File: config.mk
export PLATFORM = sky130hd
export DESIGN_NAME = data_mem_arbiter
export DESIGN_NICKNAME = d
export VERILOG_FILES = /design/src/rtl/dmem_arb_pkg.sv /design/src/rtl/dmem_arb_pick.sv /design/src/rtl/data_mem_arbiter.sv
export SDC_FILE = /design/constraint.sdc
export NUM_CORES = 1
export LEC_CHECK = 0
export ABC_AREA = 1
export ABC_CLOCK_PERIOD_IN_PS = 2500
export BUFFER_PORTS_ARGS = -buffer_cell sky130_fd_sc_hd__buf_2
export CAP_MARGIN = 0
export CORE_UTILIZATION = 41
export DETAILED_ROUTE_END_ITERATION = 12
export HOLD_SLACK_MARGIN = 0.1
export PLACE_DENSITY = 0.78
export SYNTH_ARGS = -nofsm -noshare
export SYNTH_HDL_FRONTEND = slang
export SYNTH_HIERARCHICAL = 1
export SYNTH_SLANG_ARGS = --single-unit
export TNS_END_PERCENT = 1
File: constraint.sdc
create_clock -name clk -period 2.5 [get_ports clk]
set_input_delay 0.5 -clock clk [delete_from_list [all_inputs] [get_ports clk]]
set_output_delay 0.5 -clock clk [all_outputs]
set_load 0.005 [all_outputs]
File: src/rtl/dmem_arb_pkg.sv
// Shared types and helpers for the data memory arbiter.
// Latency: n/a (types and constant functions only).
// Backpressure: n/a.
package dmem_arb_pkg;

    typedef enum logic {
        ARB_IDLE   = 1'b0,
        ARB_LOCKED = 1'b1
    } arb_state_e;

    localparam int NUM_REQ_MAX = 4;

    // Width of a requester index; never narrower than one bit.
    function automatic int idx_w(input int n);
        return (n <= 2) ? 1 : $clog2(n);
    endfunction

endpackage

File: src/rtl/dmem_arb_pick.sv
// Rotating-priority picker: the requester at ptr_i has top priority, then ptr_i+1, ... wrapping.
// Latency: 0 cycles (purely combinational).
// Backpressure: none; a requester that is not picked simply keeps its request up.
//
// Ports: req_i   per-requester request
//        ptr_i   index of the highest-priority requester
//        gnt_o   one-hot grant (all zero when nothing is requested)
//        idx_o   winner index (0 when nothing is requested)
//        vld_o   a winner exists
module dmem_arb_pick #(
    parameter int NUM_REQ = 2,
    parameter int IDX_W   = 1
) (
    input  logic [NUM_REQ-1:0] req_i,
    input  logic [IDX_W-1:0]   ptr_i,
    output logic [NUM_REQ-1:0] gnt_o,
    output logic [IDX_W-1:0]   idx_o,
    output logic               vld_o
);

    int rank;
    int best_rank;

    // Each requester's rank is its distance from ptr_i going upward with wrap;
    // the lowest-ranked active requester wins.
    always_comb begin
        rank      = 0;
        best_rank = NUM_REQ;
        idx_o     = '0;
        gnt_o     = '0;
        for (int i = 0; i < NUM_REQ; i++) begin
            rank = (i >= int'(ptr_i)) ? (i - int'(ptr_i)) : (i + NUM_REQ - int'(ptr_i));
            if (req_i[i] && (rank < best_rank)) begin
                best_rank = rank;
                idx_o     = IDX_W'(i);
            end
        end
        vld_o = (best_rank < NUM_REQ);
        for (int i = 0; i < NUM_REQ; i++) begin
            gnt_o[i] = vld_o && (idx_o == IDX_W'(i));
        end
    end

endmodule

File: src/rtl/data_mem_arbiter.sv
// Arbitrates single-cycle load/store access to the shared data memory, with optional burst lock.
// Latency: grant 0 cycles (combinational), read data 1 cycle; one transaction per cycle.
// Backpressure: a losing requester holds req/we/addr/wdata until it sees gnt; it may withdraw.
//
// Build option: DMEM_ARB_RR_EN defined -> round-robin pointer; undefined -> fixed priority
// (lowest index wins).
//
// Ports: clk, rst_n                 clock, async active-low reset
//        req/we/lock/addr/wdata     per-requester request, write flag, lock, address, write data
//        gnt                        one-hot grant, same cycle as request
//        rvalid, rdata              one-hot read valid and shared registered read data, next cycle
//        mem_wen, mem_read_addr,
//        mem_write_addr, mem_wdata  memory command, driven from the winner (0 when idle)
//        mem_rdata                  memory asynchronous read data
module data_mem_arbiter #(
    parameter int DATA_PATH_WIDTH = 8,
    parameter int ADDR_WIDTH      = 8,
    parameter int NUM_REQ         = 2,
    parameter int LOCK_MAX        = 16
) (
    input  logic                                     clk,
    input  logic                                     rst_n,
    input  logic [NUM_REQ-1:0]                       req,
    input  logic [NUM_REQ-1:0]                       we,
    input  logic [NUM_REQ-1:0]                       lock,
    input  logic [NUM_REQ-1:0][ADDR_WIDTH-1:0]       addr,
    input  logic [NUM_REQ-1:0][DATA_PATH_WIDTH-1:0]  wdata,
    output logic [NUM_REQ-1:0]                       gnt,
    output logic [NUM_REQ-1:0]                       rvalid,
    output logic [DATA_PATH_WIDTH-1:0]               rdata,
    output logic                                     mem_wen,
    output logic [ADDR_WIDTH-1:0]                    mem_read_addr,
    output logic [ADDR_WIDTH-1:0]                    mem_write_addr,
    output logic [DATA_PATH_WIDTH-1:0]               mem_wdata,
    input  logic [DATA_PATH_WIDTH-1:0]               mem_rdata
);
    import dmem_arb_pkg::*;

    localparam int IDX_W = idx_w(NUM_REQ);
    // With LOCK_MAX = 0 the counter is only informational and saturates.
    localparam int CNT_W = (LOCK_MAX == 0) ? 8 : $clog2(LOCK_MAX + 1);

    arb_state_e             state_q, state_d;
    logic [IDX_W-1:0]       owner_q, owner_d;
    logic [CNT_W-1:0]       lock_cnt_q, lock_cnt_d;
    logic [NUM_REQ-1:0]     rvalid_q;
    logic [DATA_PATH_WIDTH-1:0] rdata_q;

    logic [NUM_REQ-1:0]     owner_oh;
    logic [NUM_REQ-1:0]     req_elig;
    logic [NUM_REQ-1:0]     pick_gnt;
    logic [IDX_W-1:0]       win_idx;
    logic                   pick_vld;
    logic                   win_vld;
    logic [IDX_W-1:0]       ptr;

    // While locked, only the owner is eligible and only while it still asserts lock;
    // a dropped req or lock therefore yields no grant and ends the lock.
    assign owner_oh = {{(NUM_REQ-1){1'b0}}, 1'b1} << owner_q;
    assign req_elig = (state_q == ARB_LOCKED) ? (req & lock & owner_oh) : req;

    dmem_arb_pick #(
        .NUM_REQ (NUM_REQ),
        .IDX_W   (IDX_W)
    ) u_pick (
        .req_i (req_elig),
        .ptr_i (ptr),
        .gnt_o (pick_gnt),
        .idx_o (win_idx),
        .vld_o (pick_vld)
    );

    assign gnt     = rst_n ? pick_gnt : '0;
    assign win_vld = rst_n & pick_vld;

    always_comb begin
        mem_wen        = 1'b0;
        mem_read_addr  = '0;
        mem_write_addr = '0;
        mem_wdata      = '0;
        if (win_vld) begin
            mem_wen        = we[win_idx];
            mem_read_addr  = addr[win_idx];
            mem_write_addr = addr[win_idx];
            mem_wdata      = wdata[win_idx];
        end
    end

`ifdef DMEM_ARB_RR_EN
    logic [IDX_W-1:0] ptr_q, ptr_d;

    function automatic logic [IDX_W-1:0] next_idx(input logic [IDX_W-1:0] i);
        return (int'(i) == NUM_REQ - 1) ? '0 : i + 1'b1;
    endfunction

    always_comb begin
        ptr_d = ptr_q;
        if (win_vld) begin
            ptr_d = next_idx(win_idx);
        end else if (rst_n && (state_q == ARB_LOCKED)) begin
            ptr_d = next_idx(owner_q);
        end
    end

    always_ff @(posedge clk or negedge rst_n) begin
        if (!rst_n) begin
            ptr_q <= '0;
        end else begin
            ptr_q <= ptr_d;
        end
    end

    assign ptr = ptr_q;
`else
    assign ptr = '0;
`endif

    // Lock FSM. The grant that brings lock_cnt to LOCK_MAX still executes and releases the lock.
    always_comb begin
        state_d    = state_q;
        owner_d    = owner_q;
        lock_cnt_d = lock_cnt_q;
        case (state_q)
            ARB_IDLE: begin
                if (win_vld && lock[win_idx] && (LOCK_MAX != 1)) begin
                    state_d    = ARB_LOCKED;
                    owner_d    = win_idx;
                    lock_cnt_d = CNT_W'(1);
                end
            end
            ARB_LOCKED: begin
                if (win_vld) begin
                    if ((LOCK_MAX != 0) && (int'(lock_cnt_q) + 1 >= LOCK_MAX)) begin
                        state_d    = ARB_IDLE;
                        lock_cnt_d = '0;
                    end else if (lock_cnt_q != {CNT_W{1'b1}}) begin
                        lock_cnt_d = lock_cnt_q + 1'b1;
                    end
                end else begin
                    state_d    = ARB_IDLE;
                    lock_cnt_d = '0;
                end
            end
            default: begin
                state_d    = ARB_IDLE;
                lock_cnt_d = '0;
            end
        endcase
    end

    always_ff @(posedge clk or negedge rst_n) begin
        if (!rst_n) begin
            state_q    <= ARB_IDLE;
            owner_q    <= '0;
            lock_cnt_q <= '0;
            rvalid_q   <= '0;
            rdata_q    <= '0;
        end else begin
            state_q    <= state_d;
            owner_q    <= owner_d;
            lock_cnt_q <= lock_cnt_d;
            rvalid_q   <= gnt & ~we;
            if (|(gnt & ~we)) begin
                rdata_q <= mem_rdata;
            end
        end
    end

    assign rvalid = rvalid_q;
    assign rdata  = rdata_q;

endmodule

======== Yosys cells after proc, flatten, opt, wreduce, memory -nomap -nowiden ========
Index checks and enable logic that the tools add are counted.
operators by class
  magnitude comparators ................... 4
  shift-type cells ........................ 1
  reductions and logical operators ........ 7
  bitwise operators ....................... 7
  equal/unequal tests ..................... 3
  mux-type cells .......................... 25
  add/subtract/negate cells ............... 2
operators by type and width
  operator                                                                              number
  8-bit two-way mux                                                                     6
  32-bit by 3-bit < comparator with 1-bit output (second input constant)                1
  32-bit two-way mux                                                                    1
  5-bit two-way mux                                                                     4
  5-bit one-hot mux with 2 select lines                                                 1
  1-bit two-way mux                                                                     9
  5-bit by 1-bit adder with 6-bit output (second input constant)                        1
  2-bit bitwise AND                                                                     3
  6-bit by 5-bit greater-or-equal comparator with 1-bit output (second input constant)  1
  2-bit two-way mux                                                                     3
  5-bit by 1-bit adder with 5-bit output (second input constant)                        1
  5-bit != test (second input constant)                                                 1
  1-bit logical AND                                                                     4
  4-bit by 2-bit != test with 1-bit output (second input constant)                      1
  2-bit AND reduction                                                                   2
  1-bit by 2-bit < comparator with 1-bit output (first input constant)                  1
  1-bit by 2-bit < comparator with 1-bit output (second input constant)                 1
  2-bit != test (second input constant)                                                 1
  1-bit inverter                                                                        2
  2-bit inverter                                                                        1
  1-bit one-hot mux with 2 select lines                                                 1
  2-bit OR reduction                                                                    1
  1-bit by 1-bit left shift with 2-bit output (first input constant)                    1
  1-bit bitwise AND                                                                     1
word-level totals
  bits in registers ....................... 17
  output and inout bits ................... 37

======== Logic depth before layout (Yosys ltp) ========
  depth after elaboration ................. 12
  depth in mapped cells ................... 12
  mapped depth without buffers ............ 12

======== Cells and area by module ========
Netlist, hierarchy kept.
modules (own cells, without submodules)
  module            cells each  instances  area an instance (µm²)  sequential area each (µm²)
  data_mem_arbiter  169         1          1197.4                  425.4
  dmem_arb_pick     7           1          30.0                    0.0

======== Worst setup path before layout ========
OpenSTA, ideal clock, no wires.
  path type ............................... input -> output
  start point ............................. input port lock[1]
  end point ............................... output port mem_write_addr[5]
  data required time ...................... 2.000 ns
  arrival ................................. 1.660 ns
  path slack .............................. 0.340 ns
  cell stages on the path ................. 11
  cells stage by stage .................... nand2_1 > a21boi_0 > inv_1 > a21oi_1 > buf_4 > inv_2 > buf_6 > buf_4 > nand2_1 > a21oi_1 > buf_4
between the ends
  longest elaborated chain between the ends .. 8
  elaborated cells on any way between the ends .. 11
ends and longest elaborated chain
  item                             RTL line                text
  start, declared                  data_mem_arbiter.sv:25  input logic [NUM_REQ-1:0] lock,
  2-bit bitwise AND (2 in series)  data_mem_arbiter.sv:60  assign req_elig = (state_q == ARB_LOCKED) ? (req & lock & owner_oh) : req;
  2-bit two-way mux                data_mem_arbiter.sv:60
  via req_elig[1]                  data_mem_arbiter.sv:50  logic [NUM_REQ-1:0] req_elig;
  1-bit logical AND                dmem_arb_pick.sv:33     if (req_i[i] && (rank < best_rank)) begin
  1-bit two-way mux                dmem_arb_pick.sv:33
  via win_idx                      data_mem_arbiter.sv:52  logic [IDX_W-1:0] win_idx;
  8-bit two-way mux (3 in series)  -
  end, declared                    data_mem_arbiter.sv:33  output logic [ADDR_WIDTH-1:0] mem_write_addr,
The timed path passes the listed nets, and every way through them passes these cells. The select of a mux whose other input is x is not followed.

======== Final worst setup path ========
  start point ............................. register state_q
  end point ............................... output port mem_read_addr[4]
between the ends
  longest elaborated chain between the ends .. 8
  elaborated cells on any way between the ends .. 11
ends and longest elaborated chain
  item                                                   RTL line                 text
  start, declared                                        data_mem_arbiter.sv:43   arb_state_e state_q, state_d;
  start signal, assigned                                 data_mem_arbiter.sv:159  state_q <= state_d;
  2-bit two-way mux                                      data_mem_arbiter.sv:60
  via req_elig[0]                                        data_mem_arbiter.sv:50
  2-bit two-way mux                                      dmem_arb_pick.sv:33
  1-bit by 2-bit < comparator with 1-bit output          dmem_arb_pick.sv:33
  1-bit logical AND                                      dmem_arb_pick.sv:33
  1-bit two-way mux                                      dmem_arb_pick.sv:33
  via win_idx                                            data_mem_arbiter.sv:52
  8-bit two-way mux (not written as such) (2 in series)  data_mem_arbiter.sv:83   mem_read_addr = addr[win_idx];
  8-bit two-way mux                                      data_mem_arbiter.sv:81   if (win_vld) begin
  end, declared                                          data_mem_arbiter.sv:32   output logic [ADDR_WIDTH-1:0] mem_read_addr,
The timed path passes the listed nets, and every way through them passes these cells. The select of a mux whose other input is x is not followed.

==> results.md <==
Logic synthesis:
- The synthesized netlist occupies a cell area of 1230 sq um.
- Yosys attributes the largest share of cell area to sky130_fd_sc_hd__dfrtp_1 35%, sky130_fd_sc_hd__nand2_1 19%, sky130_fd_sc_hd__a21oi_1 8.2%, sky130_fd_sc_hd__buf_4 6.7%, sky130_fd_sc_hd__inv_1 6.1%.
- The flop and latch count out of synthesis is 17.
- Summed over all instances, the cell type with the most area after synthesis is sky130_fd_sc_hd__dfrtp_1.
- Yosys mapped a number of flops with a built-in enable equal to 0.
- For this run, the register share of the synthesized area comes to 0.347.
- The Yosys step of the flow raised 6 warnings.
- The portion of synthesized cell area occupied by the leading cell type is 0.347.
- The dominant synthesized flop cell is sky130_fd_sc_hd__dfrtp_1.
- Dividing the synthesized area by the synthesized cell count gives 6.97 sq um.
- The count of mapped cells out of synthesis is 176.
- The count of different cell masters after synthesis is 25.
- Ranked by instance count, the synthesized netlist is headed by 63 x sky130_fd_sc_hd__nand2_1, 20 x sky130_fd_sc_hd__a21oi_1, 20 x sky130_fd_sc_hd__inv_1.
- The most common cell in the netlist is sky130_fd_sc_hd__nand2_1.
- The share of async-settable or async-resettable flops after synthesis is 1.00.

Worst setup path:
- The critical path goes through inv_2, o21a_1, a21oi_4, buf_4, nand2_1, a21oi_1, buf_2.
- The number of buffers and inverters on the critical path is 3.
- Data on the critical path arrives at its endpoint at 1.84 ns.
- STA classifies the critical path endpoint as an output pin.
- The maximum single-stage delay on the critical path is 0.40 ns.
- The total stage count of the critical path is 7.
- STA puts the critical path data required time at 2.00 ns.
- The critical-path maximum fanout is 11.
- The startpoint type of the worst setup path is a register.
- The worst setup path is of the reg -> out kind.
- The largest individual stage delay along the critical path comes from the cell sky130_fd_sc_hd__dfrtp_1.
- The worst register-to-register path has a depth of 12.
- The kind of cell with the highest combined delay along the critical path is compound AO/OA/AOI/OAI gates.

Die:
- The area of the core region is 2810 sq um.
- The die is 56.7 um wide.
- The die covers 3220 sq um.
- Row generation in the floorplan step produced 19 rows.
- 85 I/O pins were placed.
- The overall die height is 56.7 um.
- The initial core utilization is 0.438.

Power and ir drop:
- Power spread over the standard cell area amounts to 534 nW/um^2.
- The worst-case IR drop observed on VDD is 0.000374 V.
- The internal power contribution is 556 uW.
- The logic gate share of total power is 0.412.
- Of the total power, the share spent switching nets is 0.368.
- After layout, the design draws a total of 880 uW.
- The leakage dissipation is 0.000983 uW.
- The net switching component of the power is 324 uW.
- The proportion of power drawn by flip-flops and latches is 0.421.
- The share of total power dissipated in the clock network is 0.166.

Run status:
- The checks that failed: design-rule violations.
- The flow ran to the end, but the final reports show violations.

Timing:
- Setup violations remaining at the end of the flow were counted as 0.
- The setup clock skew after layout is 0.00248 ns.
- The number of hold violations in the final report is 0.
- The period utilization is 0.934.
- The final count of pins violating max slew is 0.
- Based on the critical path, the design can be clocked at up to 428 MHz.
- The worst path needs 2.34 ns of the cycle, external delays included.
- Setup total negative slack on the finished layout was measured at 0 ns.
- Setup repair after global routing left no endpoint under its margin.
- The setup slack after layout is 0.164 ns.

Layout:
- The relative area change from synthesis to final layout is 34.1%.
- The repair_antennas step left the layout with diodes totalling 0.
- In the final layout, the share of cells above drive strength 1 is 0.398.
- Summing all multi-input logic gate instances after layout gives 623 sq um.
- The post-layout utilization of the core is 0.587.
- After filler insertion, the fill cell instance count of the layout stands at 279.
- In the final design database the tool counted 305 nets.
- Registers take 425 sq um.

Drt:
- The post-route DRC violation count is 2.
- Before antenna repair, the detailed router went through 8 iterations.
- The first routing iteration left 24 violations.
- The vias after detailed routing is 1295.
- The number of vias per cell after detailed routing is 4.54.
- The total wire length after detailed routing is 2830 um.
- Dividing the detail-routed wire length by the instance count gives 9.92 um.
- The antenna violation net count after detailed routing is 0.

GRT:
- The global-route congestion overflow total is 0.
- The number of global-route vias before repair is 1133.
- The maximum number of pins on one net before global-route repair is 21.
- The initial antenna violation count is 0.
- The wire length of the first global-routing pass is 4790 um.
- The overall fraction of global-route tracks in use is 0.186.

CTS:
- The maximum number of buffers from clock root to sink is 2.
- In this run the number of H-tree levels came out at 1.
- The clock edge transition at the registers on the reported setup and hold paths is 0.10 ns.
- At the later pin of the worst-skew pair, clock insertion delay measures 0.29 ns.
- The post-CTS repair timing setup buffer count is 0.
- In this run the clock root is driven by a sky130_fd_sc_hd__clkbuf_4.
- The number of sinks driven by the clock tree is 17.
- Clock tree synthesis inserted a total of 3 buffers.
- Buffers inserted to repair hold after CTS numbered 0.
- TritonCTS built the clock tree.

Placement:
- The number of I/O port buffers is 84.
- The half-perimeter wire length after placement is 2200 um.
- The worst setup timing slack at the placement stage is 0.158 ns.
- At the end of routability-driven placement, the weighted congestion stood at 0.789.

Job:
- The max-cap check violation count is 0.

Worst hold path:
- The kind of path behind the tightest hold check is in -> async.
-- cell families after synthesis --
kind of cell,count (synthesis),synth area share
DFF,17,0.347
and+or+nand+nor,82,0.292
buffers and inverters,36,0.158
other,1,0.00306
xor gates and xnor gates,1,0.00714
AOI/OAI and AO/OA,37,0.173
adders and majority gates,2,0.0204
-- sequential cells by signal, summed over array words and instances (netlist names) --
signal / cells
state_q: 1
rdata: 8
lock_cnt_q: 5
owner_q: 1
rvalid: 2
-- worst paths after layout --
path | from | end | slack (ns)
worst max-delay path | state_q | mem_read_addr[4] | 0.16
worst min-delay path | rst_n | lock_cnt_q[0] | 0.16
worst max register to register | state_q | lock_cnt_q[1] | 0.58
worst min register to register | rdata[3] | rdata[3] | 0.53
max in group asynchronous | rst_n | rvalid[1] | 2.15
min in group clk | we[0] | rvalid[0] | 0.42
-- layout by cell type, fill, tap and decap left out, types with 3 or more instances in the layout --
cell type                  instances
sky130_fd_sc_hd__buf_2            84
sky130_fd_sc_hd__nand2_1          63
sky130_fd_sc_hd__nand3_1           4
sky130_fd_sc_hd__nor2_1           10
sky130_fd_sc_hd__inv_1            19
sky130_fd_sc_hd__a21oi_1          19
sky130_fd_sc_hd__o21ai_1          10
sky130_fd_sc_hd__dfrtp_1          17
sky130_fd_sc_hd__buf_4             4
sky130_fd_sc_hd__clkbuf_4          3
-- area by class of cell --
type	instances	share of cell area
Multi-Input combinational cell	124	0.378
Timing Repair Buffer	88	0.274
Sequential cell	17	0.258
Inverter	21	0.0494
Tap cell	31	0.0236
Clock buffer	3	0.0137
Clock inverter	1	0.00304
-- per-stage QoR --
step                hold slack, ns  instances  area (sq um)
finish                       0.160        285          1650
CTS                          0.155        285          1630
global placement             0.490        281          1610
detailed placement           0.488        281          1610
global route                 0.161        285          1650
floorplan                    0.204        177          1230
-- power groups by stage --
stage | sequential [uW] | combinational [uW] | clock [uW]
2_1_floorplan | 375 | 227 | 0
3_3_place_gp | 374 | 353 | 0
3_5_place_dp | 374 | 355 | 0
4_1_cts | 370 | 360 | 154
5_1_grt | 378 | 421 | 167
6_report | 371 | 363 | 146
-- layer usage --
metal | GRT usage | part of all wire | vias up
met1 | 0.233 | 0.43 | 572
met5 | 0 | 0 | -
li1 | - | - | 697
met3 | 0.0369 | 0.033 | 2
met2 | 0.330 | 0.53 | 24
met4 | 0.0321 | 0.0042 | 0
-- what timing repair did --
action,4_1_cts,5_1_grt
endpoints found under the setup margin,0,25
hold endpoints to repair,0,0
gates resized for setup,0,6
No activity file was read; power rests on OpenSTA's default activity.
